===== src/rtl/mem_access_unit.sv =====
// mem_access_unit
//   MEM-stage controller for the five-stage MIPS pipeline. Takes the EX/MEM
//   register outputs, performs data-memory loads/stores over a req/ack bus,
//   stalls upstream stages while an access is pending, loads the MEM/WB
//   register, and drives the fetch-stage PC select.
//
// Ports
//   clk, rst                     clock, asynchronous active-high reset
//   *_exmem                      EX/MEM control bits, destination, ALU result, store data
//   dmem_req/we/addr/wdata       data-memory request (held until ack or abort)
//   dmem_ack, dmem_rdata         single-cycle completion pulse and load data
//   stall                        combinational; holds upstream stages incl. EX/MEM
//   pc_src                       combinational; jump | (branch & zero)
//   *_memwb                      MEM/WB pipeline register outputs
//   bus_error                    sticky error flag (misalignment, r+w, timeout)
module mem_access_unit #(
  parameter int unsigned MEM_TIMEOUT = 15
) (
  input  logic        clk,
  input  logic        rst,
  input  logic        mem_read_exmem,
  input  logic        mem_write_exmem,
  input  logic        mem_to_reg_exmem,
  input  logic        reg_write_exmem,
  input  logic        jump_exmem,
  input  logic        branch_exmem,
  input  logic        zero_exmem,
  input  logic [4:0]  writebackreg_exmem,
  input  logic [31:0] alu_result_exmem,
  input  logic [31:0] rt_data_exmem,
  output logic        dmem_req,
  output logic        dmem_we,
  output logic [31:0] dmem_addr,
  output logic [31:0] dmem_wdata,
  input  logic        dmem_ack,
  input  logic [31:0] dmem_rdata,
  output logic        stall,
  output logic        pc_src,
  output logic        reg_write_memwb,
  output logic        mem_to_reg_memwb,
  output logic [4:0]  writebackreg_memwb,
  output logic [31:0] alu_result_memwb,
  output logic [31:0] read_data_memwb,
  output logic        bus_error
);

  localparam int unsigned WCNT_W = $clog2(MEM_TIMEOUT + 1);
  localparam logic [WCNT_W-1:0] WCNT_LAST = WCNT_W'(MEM_TIMEOUT - 1);

  localparam logic [0:0] IDLE = 1'b0;
  localparam logic [0:0] WAIT = 1'b1;

  logic [0:0]        state;
  logic [WCNT_W-1:0] wcnt;

  logic acc;
  logic err;
  logic ack_done;
  logic timeout;
  logic wb_pass;

  always_comb begin
    acc      = mem_read_exmem | mem_write_exmem;
    err      = acc & ((alu_result_exmem[1:0] != 2'b00) |
                      (mem_read_exmem & mem_write_exmem));
    ack_done = (state == WAIT) & dmem_ack;
    // An ack in the last WAIT cycle takes priority over the abort.
    timeout  = (state == WAIT) & ~dmem_ack & (wcnt == WCNT_LAST);
    // MEM/WB takes the real instruction only for non-memory ops in IDLE and
    // on a completed access; every other cycle it receives a bubble.
    wb_pass  = ((state == IDLE) & ~acc) | ack_done;
    if (state == IDLE) stall = acc & ~err;
    else               stall = ~dmem_ack & ~timeout;
  end

  assign pc_src = jump_exmem | (branch_exmem & zero_exmem);

  always_ff @(posedge clk or posedge rst) begin
    if (rst) begin
      state              <= IDLE;
      wcnt               <= '0;
      dmem_req           <= 1'b0;
      dmem_we            <= 1'b0;
      dmem_addr          <= '0;
      dmem_wdata         <= '0;
      bus_error          <= 1'b0;
      reg_write_memwb    <= 1'b0;
      mem_to_reg_memwb   <= 1'b0;
      writebackreg_memwb <= '0;
      alu_result_memwb   <= '0;
      read_data_memwb    <= '0;
    end else begin
      if (wb_pass) begin
        reg_write_memwb    <= reg_write_exmem;
        mem_to_reg_memwb   <= mem_to_reg_exmem;
        writebackreg_memwb <= writebackreg_exmem;
        alu_result_memwb   <= alu_result_exmem;
        read_data_memwb    <= (ack_done & mem_read_exmem) ? dmem_rdata : '0;
      end else begin
        reg_write_memwb    <= 1'b0;
        mem_to_reg_memwb   <= 1'b0;
        writebackreg_memwb <= '0;
        alu_result_memwb   <= '0;
        read_data_memwb    <= '0;
      end

      case (state)
        IDLE: begin
          if (err) begin
            bus_error <= 1'b1;
          end else if (acc) begin
            state      <= WAIT;
            wcnt       <= '0;
            dmem_req   <= 1'b1;
            dmem_we    <= mem_write_exmem;
            dmem_addr  <= alu_result_exmem;
            dmem_wdata <= rt_data_exmem;
          end
        end
        WAIT: begin
          if (dmem_ack) begin
            state    <= IDLE;
            dmem_req <= 1'b0;
          end else if (timeout) begin
            state     <= IDLE;
            dmem_req  <= 1'b0;
            bus_error <= 1'b1;
          end else begin
            wcnt <= wcnt + WCNT_W'(1);
          end
        end
        default: state <= IDLE;
      endcase
    end
  end

endmodule


===== config.mk =====
export PLATFORM = sky130hd
export DESIGN_NAME = mem_access_unit
export DESIGN_NICKNAME = d
export VERILOG_FILES = /design/src/rtl/mem_access_unit.sv
export SDC_FILE = /design/constraint.sdc
export NUM_CORES = 1
export LEC_CHECK = 0
export ABC_AREA = 1
export CAP_MARGIN = 5
export CORE_UTILIZATION = 35
export DETAILED_ROUTE_END_ITERATION = 10
export PLACE_DENSITY = 0.71
export SETUP_SLACK_MARGIN = 0.5
export SYNTH_ARGS = -nofsm -noshare
export SYNTH_HDL_FRONTEND = slang
export SYNTH_SLANG_ARGS = --single-unit

===== constraint.sdc =====
create_clock -name clk -period 13.4 [get_ports clk]
set_clock_uncertainty 0.2 [all_clocks]
set_input_delay 1.34 -clock clk [delete_from_list [all_inputs] [get_ports clk]]
set_output_delay 1.34 -clock clk [all_outputs]
set_load 0.005 [all_outputs]

==> results.cfg, run 1 <==
[status]
status = completed

[power]
p_per_area_nw_per_um2 = 148
p_int_uw = 954
switchingPower_uw = 289
switching_share = 0.233
fin_total_pwr_uw = 1240
clkPwrFrac = 0.400
combPwrFrac = 0.184
irDropWorstVdd_v = 0.0000963
p_leak_uw = 0.00419
seqPwrFrac = 0.416

[synth]
yosysSeqAreaShare = 0.699
synth_cell_type_count = 20
postSynthNetCount = 629
synth.top_cell.area_share = 0.699
avgSynthCellArea_um2 = 9.92
synth_area_leaders = dfrtp_1, nand2_1, nor2_1
yosysMostFrequentCell = nand2_1
yosys_warnings = 0
syn_area_um2 = 5120
synth_edf_count = 0
ys_ff_latch = 143
synthTopCellsByCount = nand2_1, dfrtp_1, nor2_1
yosys_most_used_dff = dfrtp_1
synth-async-reset-ratio = 1.00
yosysTopAreaCell = dfrtp_1
synthCells = 516

[detailed_routing]
viasPerCell = 4.34
drc = 0
wirelength_mm = 13.2
wire_per_inst_um = 13.8
vias = 4175
drtIter0Drc = 213
ant_nets = 0
firstDrtPassIters = 4

[global_routing]
overflow = 0
global_route.usage.met1 = 0.211
met3_usage = 0.0623
use_met2 = 0.313
grt.busiest_layer = met2
grt_use_total = 0.183
grt_pass1_vias = 4283
grt_max_degree = 98
antenna_found_initial = 0
grt_pass1_wl_mm = 20.8

[floorplanning]
initial_core_util = 0.363
rows = 43
die_width_um = 123
ioPinCount = 251
fp.dieH_um = 123
core_um2 = 14100
dieArea_um2 = 15100

[clock_network]
clk_latency_ns = 0.41
cts_root_buf = clkbuf_16
cts_resized = 0
clkSlewWorstSetupHoldPaths_ns = 0.05
clock_path_buffers = 2
cts.sinks = 143
cts_buffers = 17
cts_tree = built
postCtsHoldBufs = 0
h-tree-depth = 4
cts_setup_buffers = 0

[layout]
multi_input_area_um2 = 1130
areaGrowthSynthToFinish_pct = 64.3
fin_nets = 882
stdcell_count = 961
drive_gt1_frac = 0.0525
seqCellArea_um2 = 3580
fillCellCount = 1174
antennaDiodeCount = 0

[timing]
clock.fmax_ghz = 0.224
final-setup-viol-count = 0
hold_ws_ns = 0.271
slew_headroom = 0.293
fin_setup_tns_ns = 0
post-route-min-period_ns = 4.46
fin_crit_sh = 0.333
layout_setup_ws_ns = 8.94
drv_slew = 0
rsz0062_at_grt = false
worst_slew_pin_slew_ns = 1.06
hold_viol_final = 0

[critical_path]
crit_type = input pin to output pin
crit_fanout = 6
timing.rr.start = state
critPathCaptureType = output pin
crit_chain = clkdlybuf4s50_1 -> nor2_1 -> nand2_1 -> nand2_1 -> clkdlybuf4s50_1
start_kind = input pin
max_stage_delay_ns = 0.55
cp_num_buf_inv = 2
crit_family = buffers and inverters
cp.required_ns = 11.86
crit_start = dmem_ack
cpMaxStageDelayCell = clkdlybuf4s50_1
crit_arrival_ns = 2.92

[place]
place_ws_ns = 8.94
placed_cells = 929
port_buffers = 250
gp_congestion = 0.847
hpwl_mm = 9.44

[hold_path]
min_path_type = flip-flop to flip-flop
min-delay-start = dmem_wdata[22]

[run]
maxCapViolations = 0
-- power by group through the flow --
stage | logic [µW] | registers, µW | clock network (µW)
after global routing | 254 | 523 | 526
after CTS | 233 | 517 | 509
after floorplan | 61.7 | 526 | 0
after global placement | 229 | 520 | 0
after detailed placement | 232 | 524 | 0
final | 228 | 517 | 498
-- cell usage in the layout (no fill, tap or decap), drive strengths merged, types with 2 or more instances in the layout --
master,instances
clkdlybuf4s50,250
nand2,146
dfrtp,143
nor2,83
inv,78
o21ai,32
clkbuf,21
nand3,7
clkinv,5
bufinv,4
buf,4
ha,2
-- kinds of logic after synthesis --
kind of cell	share of synthesized area
AO/OA/AOI/OAI	0.0350
XOR/XNOR	0.00171
adder cells (fa/ha/maj)	0.00489
buffers and inverters	0.0809
flip-flops	0.699
AND/OR/NAND/NOR	0.178
-- per-layer routing --
layer | vias up | wire, µm
met3 | 18 | 1080
met1 | 1958 | 5250
li1 | 2029 | -
met2 | 170 | 6710
met5 | - | 0
met4 | 0 | 206
-- state kept, by name, summed over array words and instances (netlist names) --
| name | count |
|---|---|
| alu_result_memwb | 32 |
| dmem_addr | 32 |
| dmem_wdata | 32 |
| read_data_memwb | 32 |
| writebackreg_memwb | 5 |
| wcnt | 4 |
| bus_error | 1 |
| dmem_req | 1 |
| dmem_we | 1 |
| mem_to_reg_memwb | 1 |
| reg_write_memwb | 1 |
| state | 1 |
-- final cells by class --
cell class                 instances  area share
clock buffer                      21      0.0560
clock inverter                    10      0.0191
inverter                          78      0.0354
multi-input combinational        275       0.135
sequential                       143       0.426
tap                              180      0.0268
timing repair buffer             254       0.302
-- metrics by stage --
| stage | utilization | area [µm²] |
|---|---|---|
| after CTS | 0.595 | 8390 |
| after global routing | 0.596 | 8410 |
| after detailed placement | 0.551 | 7760 |
| after floorplan | - | 5120 |
| final | 0.596 | 8410 |
| after global placement | 0.551 | 7760 |
-- worst register-to-register path, cell delays in order (launching register included) --
cell and delay [ns]:
dfrtp_1 0.44, nor2_1 0.11, nand2_2 0.09, buf_4 0.66
o21ai_0 0.28
-- final timing paths --
path | endpoint | depth (start not counted) | slack, ns
worst max register to register | dmem_addr[9] | 4 | 11.46
min in group asynchronous | writebackreg_memwb[2] | 2 | 1.17
worst min register to register | dmem_wdata[22] | 2 | 0.27
worst max-delay path | stall | 5 | 8.94
max in group asynchronous | dmem_addr[9] | 3 | 10.41
worst min-delay path | dmem_wdata[22] | 2 | 0.27
Power figures use the tool's default switching activity.
==> inputs of run 2 (changes only) <==
--- a/config.mk
+++ b/config.mk
@@ -9,7 +9,7 @@
 export CAP_MARGIN = 5
 export CORE_UTILIZATION = 35
 export DETAILED_ROUTE_END_ITERATION = 10
-export PLACE_DENSITY = 0.71
+export PLACE_DENSITY = 0.74
 export SETUP_SLACK_MARGIN = 0.5
 export SYNTH_ARGS = -nofsm -noshare
 export SYNTH_HDL_FRONTEND = slang
==> constraint.sdc (replaced) <==
create_clock -name clk -period 3.7 [get_ports clk]
set_clock_uncertainty 0.2 [all_clocks]
set_input_delay 0.37 -clock clk [delete_from_list [all_inputs] [get_ports clk]]
set_output_delay 0.37 -clock clk [all_outputs]
set_load 0.005 [all_outputs]
==> results.cfg, run 2 (synthesized netlist as in run 1, its figures left out) <==
[critical_path]
crit_type = flip-flop to output pin
crit_top_cell = nand2_1
crit_arrival_ns = 2.08
critPathCaptureType = output pin
crit_fanout = 6
crit_chain = inv_1 -> ha_1 -> nand3_1 -> nand2_1 -> nand2_1 -> clkdlybuf4s50_1
start_kind = flip-flop
cp.required_ns = 3.13
max_stage_delay_ns = 0.55
cpMaxStageDelayCell = clkdlybuf4s50_1

[timing]
fin_setup_tns_ns = 0
post-route-min-period_ns = 2.65
worst_slew_pin_slew_ns = 1.20
fin_crit_sh = 0.716
rsz0062_at_grt = false
slew_headroom = 0.201
layout_setup_ws_ns = 1.05
hold_viol_final = 0
clock.fmax_ghz = 0.377
final-setup-viol-count = 0
drv_slew = 0

[clock_network]
cts_buffers = 17
h-tree-depth = 4
clkSlewWorstSetupHoldPaths_ns = 0.06
postCtsHoldBufs = 0
clock_path_buffers = 2
cts_resized = 0
cts_setup_buffers = 0
cts_root_buf = clkbuf_16
cts.sinks = 143
cts_tree = built
clk_latency_ns = 0.41

[detailed_routing]
viasPerCell = 4.31
drc = 0
drtIter0Drc = 221
firstDrtPassIters = 4
wirelength_mm = 12.9
wire_per_inst_um = 13.4
vias = 4147
ant_nets = 0

[global_routing]
grt_pass1_wl_mm = 20.5
antenna_found_initial = 0
grt_use_total = 0.180
grt_pass1_vias = 4204
grt_max_degree = 98
overflow = 0

[layout]
final_cell_area_um2 = 8410
mostFrequentLayoutCell = clkdlybuf4s50_1
final_cell_mix = clkdlybuf4s50_1, nand2_1, dfrtp_1
drive_gt1_frac = 0.0512
antennaDiodeCount = 0
fin_nets = 883
stdcell_count = 962
areaGrowthSynthToFinish_pct = 64.4

[place]
hpwl_mm = 9.28
placed_cells = 931
place_ws_ns = 1.06
gp_congestion = 0.759
place_area_um2 = 7790
port_buffers = 250

[power]
p_int_uw = 3440
seqPwrFrac = 0.418
irDropWorstVdd_v = 0.000327
switching_share = 0.231
clkPwrFrac = 0.397
combPwrFrac = 0.185
p_per_area_nw_per_um2 = 533
fin_total_pwr_uw = 4480
switchingPower_uw = 1030
p_leak_uw = 0.00419

[floorplanning]
rows = 43
dieArea_um2 = 15100
die_width_um = 123
ioPinCount = 251
core_um2 = 14100
fp.dieH_um = 123
initial_core_util = 0.363

[status]
status = completed

[hold_path]
min_path_type = input pin to async pin

[run]
maxCapViolations = 0
run 2: cell count changes in the layout (fill, tap and decap cells not counted), sizes merged:
cell	previous run	this run
buf	4	5
inv	78	77
clkinvlp	1	2
clkbuf	21	22
clkinv	5	4
run 2: cell type report:
class	count	area [µm²]
fill	1153	5690
clock inverter	9	159
sequential	143	3580
multi-input combinational	275	1130
clock buffer	22	464
timing repair buffer	255	2550
tap	180	225
inverter	78	297
run 2: worst paths after layout:
check	start	slack, ns	to	cells past startpoint
hold / removal	rst	0.05	alu_result_memwb[16]	2
setup / recovery	wcnt[0]	1.05	stall	6
hold reg to reg	dmem_wdata[19]	0.27	dmem_wdata[19]	2
max in group asynchronous	rst	2.46	read_data_memwb[12]	3
min in group clk	dmem_wdata[19]	0.27	dmem_wdata[19]	2
setup reg to reg	state	1.74	read_data_memwb[30]	2
run 2: worst max-delay path: cells and delay by family, from the launching register on:
family	cells	cell delay (ns)
AND/OR/NAND/NOR	3	0.44
buffers and inverters	2	0.63
flip-flops	1	0.40
adder cells (fa/ha/maj)	1	0.19
run 2: per-layer routing:
metal  vias to the layer above  routed length (µm)  track usage
li1                       2026                   -            -
met1                      1949                4930        0.198
met3                        21                1110       0.0696
met4                         0                 248       0.0747
met5                         -                   0            0
met2                       151                6620        0.308
run 2: power by group through the flow:
stage / clock, µW / combinational (µW) / sequential (µW)
after detailed placement: 0 / 843 / 1900
after global routing: 1890 / 922 / 1890
final: 1780 / 829 / 1870
after CTS: 1820 / 847 / 1870
after floorplan: 0 / 224 / 1910
after global placement: 0 / 824 / 1890
run 2: per-stage QoR:
step | hold slack (ns) | util
2_1_floorplan | 0.260 | -
3_3_place_gp | 0.254 | 0.552
3_5_place_dp | 0.258 | 0.552
4_1_cts | 0.0368 | 0.597
5_1_grt | 0.0487 | 0.597
6_report | 0.0507 | 0.597
==> inputs of run 3 (changes only) <==
==> constraint.sdc (replaced) <==
create_clock -name clk -period 2.2 [get_ports clk]
set_clock_uncertainty 0.2 [all_clocks]
set_input_delay 0.22 -clock clk [delete_from_list [all_inputs] [get_ports clk]]
set_output_delay 0.22 -clock clk [all_outputs]
set_load 0.005 [all_outputs]
==> results.cfg, run 3 (synthesized netlist as in run 1, its figures left out) <==
[clock_network]
cts_buffers = 17
cts_tree = built
clkSlewWorstSetupHoldPaths_ns = 0.06
h-tree-depth = 4
clk_latency_ns = 0.41
postCtsHoldBufs = 0
cts_root_buf = clkbuf_16
cts.sinks = 143
clock_path_buffers = 2

[timing]
worst_slew_pin_slew_ns = 0.495
hold_viol_final = 0
fin_crit_sh = 0.821
final-setup-viol-count = 0
hold_ws_ns = 0.0680
post-route-min-period_ns = 1.81
fin_setup_tns_ns = 0
drv_slew = 0
clock.fmax_ghz = 0.554
slew_headroom = 0.670
rsz0062_at_grt = true

[place]
place_area_um2 = 7880
hpwl_mm = 9.57
port_buffers = 250
gp_congestion = 0.735
placed_cells = 937

[detailed_routing]
wire_per_inst_um = 14.1
viasPerCell = 4.33
firstDrtPassIters = 4
ant_nets = 0
vias = 4249
drtIter0Drc = 131
wirelength_mm = 13.9
drc = 0

[floorplanning]
core_um2 = 14100
dieArea_um2 = 15100
rows = 43
ioPinCount = 251
initial_core_util = 0.363
fp.dieH_um = 123
die_width_um = 123

[global_routing]
grt_pass1_wl_mm = 21.5
global_route.usage.met1 = 0.198
grt_pass1_vias = 4443
overflow = 0
met3_usage = 0.0770
grt_use_total = 0.190
antenna_found_initial = 0
grt.busiest_layer = met2
use_met2 = 0.337
grt_max_degree = 91

[critical_path]
cp.required_ns = 1.78
crit_fanout = 4
crit_arrival_ns = 1.39
crit_type = input pin to output pin
reg2reg_depth = 11
start_kind = input pin
critPathCaptureType = output pin

[layout]
drive_gt1_frac = 0.0935
stdcell_count = 982
final_cell_area_um2 = 8820
fillCellCount = 1089
antennaDiodeCount = 0
areaGrowthSynthToFinish_pct = 72.4
fin_nets = 902
final_cell_mix = nand2_1, dfrtp_1, clkdlybuf4s50_1

[power]
p_per_area_nw_per_um2 = 856
irDropWorstVdd_v = 0.000460
p_leak_uw = 0.00541

[run]
maxCapViolations = 0

[hold_path]
min_path_type = input pin to async pin

[status]
status = completed
## run 3: worst paths after layout
check | startpoint | slack (ns) | endpoint
min | rst | 0.07 | alu_result_memwb[15]
min reg2reg | dmem_wdata[0] | 0.26 | dmem_wdata[0]
max | mem_write_exmem | 0.39 | stall
min in group clk | dmem_rdata[26] | 0.12 | read_data_memwb[26]
max in group asynchronous | rst | 1.26 | state
max reg2reg | wcnt[1] | 0.40 | wcnt[2]
## run 3: through the flow
step,total power (µW),util,worst slack [ns]
after global routing,7920,0.626,0.344
after floorplan,3580,-,-0.0111
after detailed placement,4640,0.559,0.0213
final,7550,0.626,0.394
after CTS,7670,0.611,0.386
after global placement,4580,0.559,0.00794
## run 3: final cells by class
class	instances	area, µm²	share of cell area
flip-flops and latches	143	3580	0.406
repair buffers	274	2870	0.325
multi-input cells	275	1200	0.136
clock buffers	23	498	0.0565
inverters	78	297	0.0336
well taps	180	225	0.0255
clock inverters	9	154	0.0174
## run 3: per-layer routing
| metal | vias to the layer above | routed length, µm |
|---|---|---|
| met5 | - | 0 |
| met3 | 27 | 1140 |
| met2 | 164 | 7240 |
| met4 | 0 | 303 |
| met1 | 1991 | 5200 |
| li1 | 2067 | - |
## run 3: critical path, cell delays in order
cell	delay (ns)
clkdlybuf4s50_1	0.63
nand2_1	0.10
nand2_1	0.14
inv_2	0.05
nand2_2	0.07
nand2_2	0.06
buf_6	0.12
## run 3: repair_timing
item | in CTS | in global routing
hold endpoints to repair | 0 | 0
setup buffers | 11 | 2
cloned | 0 | 0
resized for setup | 75 | 68
pin swaps | 6 | 2
setup endpoints to repair | 63 | 70
## run 3: report_power, final
group | leakage, µW | internal [µW] | switching, µW | total [µW]
Combinational | 0.00324 | 760 | 560 | 1320
Clock | 0.000315 | 2050 | 1060 | 3100
Sequential | 0.00186 | 2970 | 161 | 3130
